## src/rtl/mc_ctrl_pkg.sv

```systemverilog
// Shared types and encodings for the multicycle control unit.
// Opcode values, FSM state encoding and PC source selects.
package mc_ctrl_pkg;

  typedef enum logic [2:0] {
    ST_IDLE   = 3'd0,
    ST_FETCH  = 3'd1,
    ST_DECODE = 3'd2,
    ST_EXEC   = 3'd3,
    ST_MEM    = 3'd4,
    ST_WB     = 3'd5
  } state_e;

  // R-class opcodes span OP_ADD..OP_SHL; opcodes above OP_JMP are illegal.
  localparam logic [3:0] OP_ADD = 4'd0;
  localparam logic [3:0] OP_SUB = 4'd1;
  localparam logic [3:0] OP_SHL = 4'd5;
  localparam logic [3:0] OP_ST  = 4'd6;
  localparam logic [3:0] OP_LD  = 4'd7;
  localparam logic [3:0] OP_SLI = 4'd8;
  localparam logic [3:0] OP_BR  = 4'd9;
  localparam logic [3:0] OP_JMP = 4'd10;

  localparam logic [1:0] PC_SRC_INC = 2'd0;
  localparam logic [1:0] PC_SRC_BR  = 2'd1;
  localparam logic [1:0] PC_SRC_JMP = 2'd2;

  function automatic logic is_rclass(input logic [3:0] op);
    return op <= OP_SHL;
  endfunction

  function automatic logic uses_imm(input logic [3:0] op);
    return (op == OP_LD) || (op == OP_ST) || (op == OP_SLI);
  endfunction

endpackage

```

## src/rtl/mc_mem_timeout.sv

```systemverilog
// Memory wait watchdog: counts stalled request cycles and pulses expire
// on the cycle the count would reach 2^TO_W-1.
module mc_mem_timeout #(
  parameter int TO_W = 4
) (
  input  logic clk_i,
  input  logic rst_ni,
  input  logic clear_i,
  input  logic enable_i,
  output logic expire_o
);

  localparam logic [TO_W-1:0] LAST = TO_W'((2 ** TO_W) - 2);

  logic [TO_W-1:0] cnt_q;
  logic [TO_W-1:0] cnt_d;

  assign expire_o = enable_i && (cnt_q == LAST);

  always_comb begin
    cnt_d = cnt_q;
    if (clear_i || expire_o) begin
      cnt_d = '0;
    end else if (enable_i) begin
      cnt_d = cnt_q + 1'b1;
    end
  end

  always_ff @(posedge clk_i or negedge rst_ni) begin
    if (!rst_ni) begin
      cnt_q <= '0;
    end else begin
      cnt_q <= cnt_d;
    end
  end

endmodule

```

## src/rtl/mc_ctrl_fsm.sv

```systemverilog
// Multicycle control FSM: sequences fetch/decode/execute/memory/write-back,
// drives datapath enables and reports retirement and error pulses.
module mc_ctrl_fsm
  import mc_ctrl_pkg::*;
#(
  parameter int OPCODE_W = 4,
  parameter int TO_W     = 4
) (
  input  logic                clk,
  input  logic                rst_n,
  input  logic [OPCODE_W-1:0] opcode,
  input  logic                zero,
  input  logic                mem_ready,
  output logic                mem_req,
  output logic                mem_we,
  output logic                iord,
  output logic                ir_write,
  output logic                pc_write,
  output logic [1:0]          pc_src,
  output logic                alu_src,
  output logic [3:0]          alu_op,
  output logic                reg_wr,
  output logic                reg_dst,
  output logic                mem2reg,
  output logic [2:0]          state,
  output logic                instr_done,
  output logic                illegal,
  output logic                bus_err
);

  state_e     state_q, state_d;
  logic [3:0] op_q, op_d;
  logic       req_w;
  logic       to_clear_w;
  logic       to_enable_w;
  logic       expire_w;
  logic       op_legal_w;

  assign state = state_q;

  // Request is a pure function of state, so the watchdog has no path back into it.
  assign req_w       = (state_q == ST_FETCH) || (state_q == ST_MEM);
  assign mem_req     = req_w;
  assign to_clear_w  = !req_w || mem_ready;
  assign to_enable_w = req_w && !mem_ready;

  assign op_legal_w = ((opcode >> 4) == '0) && (opcode[3:0] <= OP_JMP);

  mc_mem_timeout #(
    .TO_W(TO_W)
  ) u_timeout (
    .clk_i   (clk),
    .rst_ni  (rst_n),
    .clear_i (to_clear_w),
    .enable_i(to_enable_w),
    .expire_o(expire_w)
  );

  always_comb begin
    state_d    = state_q;
    op_d       = op_q;
    mem_we     = 1'b0;
    iord       = 1'b0;
    ir_write   = 1'b0;
    pc_write   = 1'b0;
    pc_src     = PC_SRC_INC;
    alu_src    = 1'b0;
    alu_op     = OP_ADD;
    reg_wr     = 1'b0;
    reg_dst    = 1'b0;
    mem2reg    = 1'b0;
    instr_done = 1'b0;
    illegal    = 1'b0;
    bus_err    = 1'b0;

    case (state_q)
      ST_IDLE: begin
        state_d = ST_FETCH;
      end
      ST_FETCH: begin
        if (mem_ready) begin
          ir_write = 1'b1;
          pc_write = 1'b1;
          state_d  = ST_DECODE;
        end else if (expire_w) begin
          bus_err = 1'b1;
          state_d = ST_FETCH;
        end
      end
      ST_DECODE: begin
        op_d = opcode[3:0];
        if (!op_legal_w) begin
          illegal = 1'b1;
          state_d = ST_FETCH;
        end else if (opcode[3:0] == OP_JMP) begin
          pc_write   = 1'b1;
          pc_src     = PC_SRC_JMP;
          instr_done = 1'b1;
          state_d    = ST_FETCH;
        end else begin
          state_d = ST_EXEC;
        end
      end
      ST_EXEC: begin
        alu_src = uses_imm(op_q);
        alu_op  = is_rclass(op_q) ? op_q : OP_ADD;
        if (op_q == OP_BR) begin
          alu_op     = OP_SUB;
          pc_write   = zero;
          pc_src     = PC_SRC_BR;
          instr_done = 1'b1;
          state_d    = ST_FETCH;
        end else if ((op_q == OP_LD) || (op_q == OP_ST)) begin
          state_d = ST_MEM;
        end else begin
          state_d = ST_WB;
        end
      end
      ST_MEM: begin
        iord   = 1'b1;
        mem_we = (op_q == OP_ST);
        if (mem_ready) begin
          if (op_q == OP_ST) begin
            instr_done = 1'b1;
            state_d    = ST_FETCH;
          end else begin
            state_d = ST_WB;
          end
        end else if (expire_w) begin
          bus_err = 1'b1;
          state_d = ST_FETCH;
        end
      end
      ST_WB: begin
        reg_wr     = 1'b1;
        reg_dst    = is_rclass(op_q);
        mem2reg    = (op_q == OP_LD);
        instr_done = 1'b1;
        state_d    = ST_FETCH;
      end
      default: begin
        state_d = ST_IDLE;
      end
    endcase
  end

  always_ff @(posedge clk or negedge rst_n) begin
    if (!rst_n) begin
      state_q <= ST_IDLE;
      op_q    <= OP_ADD;
    end else begin
      state_q <= state_d;
      op_q    <= op_d;
    end
  end

endmodule

```

## config.mk

```make
export PLATFORM = sky130hd
export DESIGN_NAME = mc_ctrl_fsm
export DESIGN_NICKNAME = d
export VERILOG_FILES = /design/src/rtl/mc_ctrl_pkg.sv /design/src/rtl/mc_mem_timeout.sv /design/src/rtl/mc_ctrl_fsm.sv
export SDC_FILE = /design/constraint.sdc
export NUM_CORES = 1
export LEC_CHECK = 0
export ABC_AREA = 1
export CAP_MARGIN = 30
export CELL_PAD_IN_SITES_DETAIL_PLACEMENT = 1
export CELL_PAD_IN_SITES_GLOBAL_PLACEMENT = 2
export CORE_AREA = 5 5 57 72
export CTS_CLUSTER_SIZE = 40
export DETAILED_ROUTE_END_ITERATION = 6
export DIE_AREA = 0 0 62 77
export GPL_ROUTABILITY_DRIVEN = 1
export GPL_TIMING_DRIVEN = 0
export PLACE_DENSITY = 0.86
export SKIP_LAST_GASP = 1
export SLEW_MARGIN = 20
export SYNTH_ARGS = -nofsm -noshare
export SYNTH_HDL_FRONTEND = slang
export SYNTH_SLANG_ARGS = --single-unit
```

## constraint.sdc

```tcl
create_clock -name clk -period 2.4 [get_ports clk]
set_input_delay 0.48 -clock clk [delete_from_list [all_inputs] [get_ports clk]]
set_output_delay 0.48 -clock clk [all_outputs]
set_load 0.05 [all_outputs]
```

==> impl_metrics.py <==
metrics = {
    "status": {
        "status": "complete, no violations",
    },
    "hold_path": {
        "worstHoldPathType": "reg -> reg",
        "worstHoldStart": "u_timeout.cnt_q[0]",
        "whs_path_depth": 1,
    },
    "synthesis": {
        "ys_dominant_reg_cell": "dfrtp_1",
        "syn_inst": 111,
        "synth-edff-count": 0,
        "ys_warn_count": 0,
        "avgSynthCellArea_um2": 6.955,
        "async_flop_share_pct": 100.0,
        "ys_seq_area_share_pct": 35.66,
        "ys_types": 22,
        "netlist_area_um2": 772.0,
        "synth.ff_latch_count": 11,
        "synth_fp_nets": 123,
    },
    "placed_design": {
        "place_area_um2": 1121,
        "pre_cts_slack_ns": -0.6559,
        "dp_hpwl_um": 1972,
        "gp_congestion": 0.7772,
        "io_buffers": 27,
    },
    "timing": {
        "maxSlewHeadroom_pct": 65.48,
        "fmax_mhz": 428.9,
        "fin_skew_ns": 0.002979,
        "worst_slack_ns": 0.06841,
        "period_needed_ns": 2.332,
        "timing.final.hold_violations": 0,
        "rsz0062_at_grt": "yes",
        "slew_violations": 0,
        "post-route-period-util_pct": 97.15,
        "tightest_slew_ns": 0.5162,
        "setup_viol_count_final": 0,
    },
    "global_route": {
        "grt_usage_pct": 10.48,
        "grt_pass1_vias": 895,
        "antenna_found_initial": 0,
        "grt_max_degree": 12,
        "grt.overflow.total": 0,
        "grt_pass1_wl_um": 3939,
    },
    "die": {
        "dieArea_um2": 4774,
        "die_x_um": 62,
        "rows": 24,
        "start_util_pct": 22.95,
        "ioPinCount": 29,
        "die_h_um": 77,
        "fp.coreArea_um2": 3363,
    },
    "finish": {
        "final_area_um2": 1137,
        "fill_cells": 444,
        "nets": 155,
        "area_delta_synth_final_pct": 47.33,
        "drive_above_1_share_pct": 20.42,
        "fin_util_pct": 33.82,
        "antenna_cells": 0,
    },
    "route": {
        "drtIter0Drc": 4,
        "drt-wirelength-per-cell_um": 12.49,
        "antenna_left": 0,
        "drc": 0,
        "dr.pass1.iters": 2,
        "viasPerCell": 4.298,
        "drt_wl_total_um": 2260,
        "dr_total_vias": 778,
    },
    "clock_tree": {
        "clkTransAtPathRegs_ns": 0.05,
        "cts_tree": "done",
        "cts_htree_levels": 1,
        "worstSkewPairLatency_ns": 0.23,
        "holdBufCountCts": 0,
        "root_buffer": "clkbuf_8",
        "cts_made_buffers": 3,
        "cts_setup_buffers": 0,
        "cts_sinks": 11,
        "ctsLongestPathBuffers": 2,
    },
    "setup_path": {
        "cp_top_family": "buffers and inverters",
        "cp_slowest_cell": "clkdlybuf4s50_1",
        "worst-path-max-fanout": 3,
        "crit_arrival_ns": 1.85,
        "critPathLaunchType": "input port",
        "crit_start": "opcode[1]",
        "crit_cells": 8,
        "critPathMaxStageDelay_ns": 0.50,
        "r2r_cells": 7,
        "critical_path_class": "in -> out",
        "critical_path.endpoint_type": "primary output",
        "cpMostUsedCell": "nand2_1",
        "cp.buffers_inverters": 2,
        "r2r-start": "state[1]",
        "crit_chain": "clkdlybuf4s50_1 > nand2_1 > nor3_2 > nand2_1 > nand2_1 > nor2_1 > nor2_1 > buf_2",
        "required_ns": 1.92,
    },
    "flow_run": {
        "cap_violations": 0,
    },
    "pwr": {
        "power_density_nw_per_um2": 1098,
        "p_leak_nw": 0.5996,
        "irDropWorstVdd_v": 0.0005392,
    },
}
-- state kept, by name (all words and copies together), names as in the netlist --
register,cells
op_q,4
u_timeout.cnt_q,4
state,3
-- Yosys cell counts, drive strengths merged (2+ instances only) --
| cell type | instances | area share [%] |
|---|---|---|
| a21oi | 4 | 2.6 |
| buf | 2 | 1.9 |
| dfrtp | 11 | 36 |
| ha | 4 | 6.5 |
| inv | 19 | 9.2 |
| nand2 | 23 | 12 |
| nand3 | 8 | 5.8 |
| nor2 | 21 | 11 |
| nor3 | 6 | 4.5 |
| o21ai | 6 | 3.9 |
-- final cells by class --
class                           instances  area [µm²]  share of cell area (%)
Multi-Input combinational cell         79       445.4                   39.16
Timing Repair Buffer                   27       236.5                   20.79
Clock buffer                            4       45.04                   3.960
Tap cell                               39       48.80                   4.290
Inverter                               19       71.32                   6.271
Sequential cell                        11       275.3                   24.20
Buffer                                  2       15.01                   1.320
-- cell families after synthesis --
| logic type | share of synthesized area, % |
|---|---|
| compound gates | 8.429 |
| fa+ha+maj | 6.483 |
| buf+inv | 11.18 |
| xor+xnor | 2.269 |
| other cells | 0.4858 |
| flops | 35.66 |
| simple gates | 35.49 |
-- cell usage in the layout (no fill, tap or decap), types with 3 or more instances in the layout --
cell type	n
a21oi_1	4
clkbuf_2	4
clkbuf_8	3
clkdlybuf4s50_1	10
dfrtp_1	11
dlygate4sd2_1	8
ha_1	4
inv_1	17
nand2_1	20
nand2_2	3
nand3_1	7
nor2_1	16
nor2_2	4
nor3_2	4
o21ai_0	6
-- final timing paths --
path,to,slack (ns)
min,u_timeout.cnt_q[0],0.50
min in group asynchronous,op_q[0],0.59
max,pc_write,0.07
min reg2reg,u_timeout.cnt_q[0],0.50
max in group asynchronous,u_timeout.cnt_q[3],1.46
max reg2reg,u_timeout.cnt_q[3],1.16
-- metal layers --
layer  vias to the layer above  part of all wire (%)  GRT usage, %
li1                        409                     -             -
met1                       352                    39         11.68
met2                        15                    56         18.98
met3                         2                   4.6         2.353
met4                         0                  0.35         2.548
met5                         -                     0             0
-- power breakdown --
| group | switching [W] | internal (W) | total [W] |
|---|---|---|---|
| registers | 0.0000775 | 0.000251 | 0.000329 |
| logic | 0.000537 | 0.000203 | 0.000740 |
| clock network | 0.0000646 | 0.000116 | 0.000181 |
| total | 0.000679 | 0.000570 | 0.00125 |
-- through the flow --
stage | TNS [ns] | power [W] | cells | hold WS, ns
final | 0 | 0.001249 | 181 | 0.5008
after global placement | -2.273 | 0.001100 | 177 | 0.4674
after floorplan | -0.3942 | 0.0008716 | 111 | 0.1844
after CTS | -0.08938 | 0.001279 | 181 | 0.5087
after detailed placement | -2.463 | 0.001122 | 177 | 0.5020
after global routing | -0.05513 | 0.001360 | 181 | 0.5413
-- timing repair --
action | CTS | global route
gates resized for setup | 25 | 13
setup endpoints to repair | 16 | 8
hold endpoints to repair | 0 | 0
Power figures use the tool's default switching activity.
